File: src/rtl/micro_sequencer_if.sv
// Sequencer-side bundle: opcode, direct input and condition in; next address,
// source enables and stack-full flag out.
interface micro_sequencer_if #(
   parameter int AW = 12
);
   logic [3:0]    sqi;
   logic [AW-1:0] d;
   logic          cond;
   logic          ccen;
   logic          ci;
   logic          rld;
   logic [AW-1:0] a;
   logic          pl_en;
   logic          map_en;
   logic          vect_en;
   logic          full;

   modport master (
      output sqi, d, cond, ccen, ci, rld,
      input  a, pl_en, map_en, vect_en, full
   );

   modport slave (
      input  sqi, d, cond, ccen, ci, rld,
      output a, pl_en, map_en, vect_en, full
   );
endinterface

File: src/rtl/micro_sequencer.sv
// Am2910-style microprogram sequencer: next-address mux, loop counter R,
// microprogram counter and a DEPTH-entry subroutine stack.
module micro_sequencer #(
   parameter int AW    = 12,
   parameter int DEPTH = 5
) (
   input  logic                  clk,
   input  logic                  reset,
   micro_sequencer_if.slave      bus
);
   localparam int SPW = $clog2(DEPTH + 1);
   localparam logic [SPW-1:0] SP_ZERO = {SPW{1'b0}};
   localparam logic [SPW-1:0] SP_ONE  = {{(SPW-1){1'b0}}, 1'b1};
   localparam logic [SPW-1:0] SP_FULL = SPW'(DEPTH);
   localparam logic [SPW-1:0] SP_TOP  = SPW'(DEPTH - 1);
   localparam logic [AW-1:0]  A_ZERO  = {AW{1'b0}};
   localparam logic [AW-1:0]  A_ONE   = {{(AW-1){1'b0}}, 1'b1};

   logic [AW-1:0]  upc_r;
   logic [AW-1:0]  r_r;
   logic [SPW-1:0] sp_r;
   logic           full_r;
   logic [AW-1:0]  stack_r [DEPTH];

   logic [AW-1:0]  a_s;
   logic [AW-1:0]  tos_s;
   logic [SPW-1:0] sp_nxt_s;
   logic [SPW-1:0] wr_idx_s;
   logic           pass_s;
   logic           z_s;
   logic           push_s;
   logic           pop_s;
   logic           clr_s;
   logic           r_load_s;
   logic           r_dec_s;

   assign pass_s = !bus.ccen || bus.cond;
   assign z_s    = (r_r == A_ZERO);

   // Top-of-stack read; an empty stack reads as zero.
   always_comb begin
      tos_s = A_ZERO;
      for (int i = 0; i < DEPTH; i++) begin
         if (sp_r == SPW'(i + 1)) begin
            tos_s = stack_r[i];
         end else begin
            tos_s = tos_s;
         end
      end
   end

   // Opcode decode: next address plus stack and counter actions.
   always_comb begin
      a_s      = upc_r;
      push_s   = 1'b0;
      pop_s    = 1'b0;
      clr_s    = 1'b0;
      r_load_s = 1'b0;
      r_dec_s  = 1'b0;
      case (bus.sqi)
         4'd0: begin
            a_s   = A_ZERO;
            clr_s = 1'b1;
         end
         4'd1: begin
            if (pass_s) begin
               a_s    = bus.d;
               push_s = 1'b1;
            end else begin
               a_s = upc_r;
            end
         end
         4'd2: a_s = bus.d;
         4'd3, 4'd6: begin
            if (pass_s) begin
               a_s = bus.d;
            end else begin
               a_s = upc_r;
            end
         end
         4'd4: begin
            push_s   = 1'b1;
            r_load_s = pass_s;
         end
         4'd5: begin
            a_s    = pass_s ? bus.d : r_r;
            push_s = 1'b1;
         end
         4'd7: a_s = pass_s ? bus.d : r_r;
         4'd8: begin
            if (!z_s) begin
               a_s     = tos_s;
               r_dec_s = 1'b1;
            end else begin
               pop_s = 1'b1;
            end
         end
         4'd9: begin
            if (!z_s) begin
               a_s     = bus.d;
               r_dec_s = 1'b1;
            end else begin
               a_s = upc_r;
            end
         end
         4'd10: begin
            if (pass_s) begin
               a_s   = tos_s;
               pop_s = 1'b1;
            end else begin
               a_s = upc_r;
            end
         end
         4'd11: begin
            if (pass_s) begin
               a_s   = bus.d;
               pop_s = 1'b1;
            end else begin
               a_s = upc_r;
            end
         end
         4'd12: r_load_s = 1'b1;
         4'd13: begin
            if (pass_s) begin
               pop_s = 1'b1;
            end else begin
               a_s = tos_s;
            end
         end
         4'd14: a_s = upc_r;
         4'd15: begin
            // Z with a failed test exits to d; every other path but "!Z fail" pops.
            r_dec_s = !z_s;
            if (pass_s) begin
               a_s   = upc_r;
               pop_s = 1'b1;
            end else if (z_s) begin
               a_s   = bus.d;
               pop_s = 1'b1;
            end else begin
               a_s = tos_s;
            end
         end
         default: a_s = upc_r;
      endcase

      if (clr_s) begin
         sp_nxt_s = SP_ZERO;
      end else if (push_s) begin
         sp_nxt_s = (sp_r == SP_FULL) ? sp_r : sp_r + SP_ONE;
      end else if (pop_s) begin
         sp_nxt_s = (sp_r == SP_ZERO) ? sp_r : sp_r - SP_ONE;
      end else begin
         sp_nxt_s = sp_r;
      end

      if (sp_r == SP_FULL) begin
         wr_idx_s = SP_TOP;
      end else begin
         wr_idx_s = sp_r;
      end
   end

   assign bus.a       = reset ? A_ZERO : a_s;
   assign bus.map_en  = !reset && (bus.sqi == 4'd2);
   assign bus.vect_en = !reset && (bus.sqi == 4'd6);
   assign bus.pl_en   = reset || !((bus.sqi == 4'd2) || (bus.sqi == 4'd6));
   assign bus.full    = full_r && !reset;

   // uPC, loop counter and stack pointer.
   always_ff @(posedge clk) begin
      if (reset) begin
         upc_r  <= A_ZERO;
         r_r    <= A_ZERO;
         sp_r   <= SP_ZERO;
         full_r <= 1'b0;
      end else begin
         upc_r  <= a_s + {{(AW-1){1'b0}}, bus.ci};
         sp_r   <= sp_nxt_s;
         full_r <= (sp_nxt_s == SP_FULL);
         if (bus.rld || r_load_s) begin
            r_r <= bus.d;
         end else if (r_dec_s) begin
            r_r <= r_r - A_ONE;
         end else begin
            r_r <= r_r;
         end
      end
   end

   // Stack storage; contents beyond SP are never read, so no reset is needed.
   always_ff @(posedge clk) begin
      for (int i = 0; i < DEPTH; i++) begin
         if (!reset && push_s && (wr_idx_s == SPW'(i))) begin
            stack_r[i] <= upc_r;
         end
      end
   end
endmodule
File: src/flat_wrapper.sv
// flat-port wrapper written by rule: the top's interface ports become plain ports
module micro_sequencer_flat 
#(
   parameter int AW    = 12,
   parameter int DEPTH = 5
)
  (clk, reset, bus_sqi, bus_d, bus_cond, bus_ccen, bus_ci, bus_rld, bus_a, bus_pl_en, bus_map_en, bus_vect_en, bus_full);
  micro_sequencer_if #(.AW(AW)) bus_i ();
  input  logic clk;
  input  logic reset;
  input wire logic [$bits(bus_i.sqi)-1:0] bus_sqi;
  input wire logic [$bits(bus_i.d)-1:0] bus_d;
  input wire logic [$bits(bus_i.cond)-1:0] bus_cond;
  input wire logic [$bits(bus_i.ccen)-1:0] bus_ccen;
  input wire logic [$bits(bus_i.ci)-1:0] bus_ci;
  input wire logic [$bits(bus_i.rld)-1:0] bus_rld;
  output wire logic [$bits(bus_i.a)-1:0] bus_a;
  output wire logic [$bits(bus_i.pl_en)-1:0] bus_pl_en;
  output wire logic [$bits(bus_i.map_en)-1:0] bus_map_en;
  output wire logic [$bits(bus_i.vect_en)-1:0] bus_vect_en;
  output wire logic [$bits(bus_i.full)-1:0] bus_full;
  assign bus_i.sqi = bus_sqi;
  assign bus_i.d = bus_d;
  assign bus_i.cond = bus_cond;
  assign bus_i.ccen = bus_ccen;
  assign bus_i.ci = bus_ci;
  assign bus_i.rld = bus_rld;
  assign bus_a = bus_i.a;
  assign bus_pl_en = bus_i.pl_en;
  assign bus_map_en = bus_i.map_en;
  assign bus_vect_en = bus_i.vect_en;
  assign bus_full = bus_i.full;
  micro_sequencer #(.AW(AW), .DEPTH(DEPTH)) u_core (.clk(clk), .reset(reset), .bus(bus_i));
endmodule
File: config.mk
export PLATFORM = sky130hd
export DESIGN_NAME = micro_sequencer_flat
export DESIGN_NICKNAME = d
export VERILOG_FILES = /design/src/rtl/micro_sequencer_if.sv /design/src/rtl/micro_sequencer.sv /design/src/flat_wrapper.sv
export SDC_FILE = /design/constraint.sdc
export NUM_CORES = 1
export LEC_CHECK = 0
export CORE_ASPECT_RATIO = 1.2
export CORE_MARGIN = 1
export CORE_UTILIZATION = 55
export CTS_CLUSTER_DIAMETER = 60
export DETAILED_ROUTE_END_ITERATION = 16
export DONT_BUFFER_PORTS = 1
export GPL_ROUTABILITY_DRIVEN = 0
export PLACE_DENSITY_LB_ADDON = 0.12
export SLEW_MARGIN = 5
export SYNTH_ARGS = -nofsm -noshare
export SYNTH_HDL_FRONTEND = slang
export SYNTH_SLANG_ARGS = --single-unit
File: constraint.sdc
create_clock -name clk -period 4.2 [get_ports clk]
set_input_delay 0.21 -clock clk [delete_from_list [all_inputs] [get_ports clk]]
set_output_delay 0.21 -clock clk [all_outputs]
set_load 0.005 [all_outputs]
==> results.sh <==
export IMPL_timing_critical_path_required_ns=4.44
export IMPL_insertion_delay_ns=0.35
export IMPL_floorplan_die_width_um=96.1
export IMPL_cp_data_arrival_time_ns=4.21
export IMPL_synth_edff_count=60
export IMPL_yosys_register_bits=88
export IMPL_number_of_global_route_vias_before_repair=5142
export IMPL_met2_wirelength_mm=8.71
export IMPL_setup_worst_path_class="register to register"
export IMPL_max_slew_margin_rel_pct=18.8
export IMPL_postSynth_topFlopCell="sky130_fd_sc_hd__edfxtp_1"
export IMPL_avgSynthCellArea_um2=9.30
export IMPL_firstDrtPassIters=7
export IMPL_htree_levels=3
export IMPL_die_h_um=115
export IMPL_grt_setup_unrepaired="no"
export IMPL_synth_top_family_by_area="compound AO/OA/AOI/OAI gates"
export IMPL_synth_warning_count=0
export IMPL_complex_gate_fraction_of_the_synthesized_area_pct=24.4
export IMPL_synth_xor_area_share_pct=1.95
export IMPL_synth_cell_area_mm2=0.00584
export IMPL_drc=0
export IMPL_antenna_violating_nets_post_route=0
export IMPL_floorplan_rows=40
export IMPL_drv_slew=0
export IMPL_clock_sinks=88
export IMPL_critPathMaxFanout=13
export IMPL_nFillCells=927
export IMPL_detailedRoute_firstIterationViolations=428
export IMPL_cap_viol_max_count=0
export IMPL_outcome="finished clean"
export IMPL_io_pins=38
export IMPL_layout_drive_gt1_share_pct=12.2
export IMPL_async_flop_share_pct=0
export IMPL_area_growth_synth_to_final_pct=6.07
export IMPL_cts_reportedPaths_clkPinSlew_ns=0.07
export IMPL_grt_first_pass_wirelength_mm=27.8
export IMPL_place_detailed_instances=730
export IMPL_highest_layer="met4"
export IMPL_grt_max_degree=37
export IMPL_timing_final_hold_violations=0
export IMPL_gr_usage_all_layers_pct=34.2
export IMPL_initial_cell_density_of_the_core_pct=57.5
export IMPL_cts_buffers_inserted=9
export IMPL_post_dp_hpwl_mm=12.4
export IMPL_worst_hold_path_type="primary input to register"
export IMPL_synth_simple_area_share_pct=22.8
export IMPL_numPortBuffers=0
export IMPL_max_clock_path_buffers=2
export IMPL_routed_via_density=7.08
export IMPL_synth_adder_area_share_pct=2.57
export IMPL_critical_path_endpoint_type="register"
export IMPL_diodes=0
export IMPL_synthDistinctLibCells=82
export IMPL_post_cts_repair_timing_setup_buffer_count=0
export IMPL_routed_wl_met3_mm=1.48
export IMPL_max_freq_mhz=252
export IMPL_worstSetupStartpointType="register"
export IMPL_finish_net_count=650
export IMPL_layoutNonFillerInstCount=747
export IMPL_grt_antenna_before_repair=0
export IMPL_synth_mux_area_fraction_pct=0.900
export IMPL_fp_coreArea_mm2=0.0102
export IMPL_layout_worst_path_cycle_share_pct=94.4
export IMPL_powerDensity_mw_per_mm2=411
export IMPL_clockRootBuffer="sky130_fd_sc_hd__clkbuf_16"
export IMPL_setup_tns_ns=0
export IMPL_routedWlPerCell_um=24.0
export IMPL_static_leak_uw=0.00212
export IMPL_tightest_slew_ns=1.21
export IMPL_tritoncts="built"
export IMPL_die_area_mm2=0.0110
export IMPL_met1_length_mm=6.75
export IMPL_timing_clock_skew_ns=0.00751
export IMPL_finalWirelength_mm=17.9
export IMPL_setup_viol=0
export IMPL_globalRoute_totalOverflow=0
export IMPL_seq_area_frac_synth_pct=40.5
export IMPL_synthCells=628
export IMPL_num_vias=5290
export IMPL_synth_nets=662
export IMPL_vdd_ir_drop_worst_mv=0.199
export IMPL_finalCriticalPeriod_ns=3.97
power breakdown:
group          switching [µW]  leakage (µW)  internal [µW]  total [µW]
Clock                     370      0.000136            408         778
Sequential               69.1      0.000784            979        1050
Combinational             429       0.00120            289         719
Total                     868       0.00212           1680        2550
synthesized netlist by cell type (16+ instances only):
master	number	area, µm²
sky130_fd_sc_hd__a211oi_1	17	128
sky130_fd_sc_hd__a21oi_1	34	170
sky130_fd_sc_hd__clkbuf_1	31	116
sky130_fd_sc_hd__dfxtp_1	28	561
sky130_fd_sc_hd__edfxtp_1	60	1800
sky130_fd_sc_hd__inv_1	18	67.6
sky130_fd_sc_hd__nand2_1	41	154
sky130_fd_sc_hd__nand3_1	19	95.1
sky130_fd_sc_hd__nor2_1	61	229
sky130_fd_sc_hd__nor2b_1	19	119
sky130_fd_sc_hd__nor3_1	16	80.1
sky130_fd_sc_hd__o21ai_0	39	195
layout by cell type, fill, tap and decap left out, types with 9 or more instances in the layout:
master and instances:
sky130_fd_sc_hd__nor3_1 14, sky130_fd_sc_hd__nor4_1 11, sky130_fd_sc_hd__nor2b_1 18, sky130_fd_sc_hd__clkbuf_16 9, sky130_fd_sc_hd__nor2_1 61, sky130_fd_sc_hd__nand3_1 19
sky130_fd_sc_hd__o21ai_0 38, sky130_fd_sc_hd__nand2_1 41, sky130_fd_sc_hd__edfxtp_1 60, sky130_fd_sc_hd__dfxtp_1 27, sky130_fd_sc_hd__ha_1 12, sky130_fd_sc_hd__inv_1 18
sky130_fd_sc_hd__a21oi_1 34, sky130_fd_sc_hd__a22oi_1 12, sky130_fd_sc_hd__o211ai_1 12, sky130_fd_sc_hd__a211oi_1 17, sky130_fd_sc_hd__buf_4 29
critical path, cell delays in order (launching register included):
cell                        delay (ns)
sky130_fd_sc_hd__dfxtp_1          0.43
sky130_fd_sc_hd__inv_1            0.16
sky130_fd_sc_hd__ha_1             0.32
sky130_fd_sc_hd__buf_4            0.22
sky130_fd_sc_hd__and2b_2          0.20
sky130_fd_sc_hd__o21ai_0          0.40
sky130_fd_sc_hd__a21oi_1          0.16
sky130_fd_sc_hd__o21ai_0          0.22
sky130_fd_sc_hd__a2bb2oi_1        0.10
sky130_fd_sc_hd__a211o_1          0.40
sky130_fd_sc_hd__or4_1            0.57
sky130_fd_sc_hd__nor4_1           0.31
sky130_fd_sc_hd__mux2_2           0.36
metrics by stage:
stage                     worst slack (ns)  instance area, µm²  total power, µW  hold slack [ns]  utilization, %
after detailed placement             0.215                5890             1750            0.287            58.0
after floorplan                      0.404                5840             1560            0.354               -
after global placement               0.286                5890             1730            0.287            58.0
after global routing                0.0329                6190             2640           0.0184            60.9
final                                0.234                6190             2550           0.0156            60.9
after CTS                            0.190                6180             2530           0.0132            60.9
routing by layer:
| layer | up-vias | GRT usage (%) |
|---|---|---|
| met5 | - | 0 |
| met4 | 0 | 19.3 |
| met3 | 74 | 6.48 |
| met2 | 304 | 56.0 |
| met1 | 2520 | 41.9 |
| li1 | 2392 | - |
path summary, 6_finish.rpt:
check | endpoint | cells past startpoint | slack, ns | startpoint
min reg2reg | u_core.r_r[11] | 2 | 0.56 | u_core.r_r[11]
max reg2reg | u_core.upc_r[9] | 12 | 0.23 | u_core.sp_r[0]
max | u_core.upc_r[9] | 12 | 0.23 | u_core.sp_r[0]
min | u_core.r_r[1] | 2 | 0.02 | bus_d[1]
state kept, by name (all words and copies together) (netlist names):
register and flops:
u_core.sp_r 3, u_core.full_r 1, u_core.r_r 12, u_core.upc_r 12, u_core.stack_r 60
final cells by class:
cell class,instances,area [µm²],share of cell area (%)
repair buffers,30,228,3.68
multi-input cells,469,3100,50.0
clock buffers,9,225,3.64
flip-flops and latches,88,2360,38.2
well taps,126,158,2.55
clock inverters,7,55.1,0.889
inverters,18,67.6,1.09
cells by family (layout without fill, tap and decap cells):
kind of cell             after synthesis  in the layout
flip-flops                            88             88
buffers and inverters                 71             64
AND/OR/NAND/NOR                      238            238
multiplexers                           5              5
adder cells (fa/ha/maj)               12             12
AO/OA/AOI/OAI                        201            201
XOR/XNOR                              13             13
repair_timing:
action / CTS / global route
hold buffers: 1 / 0
setup endpoints to repair: 0 / 3
resized for setup: 0 / 3
hold endpoints to repair: 24 / 0
No activity file was read; power rests on OpenSTA's default activity.
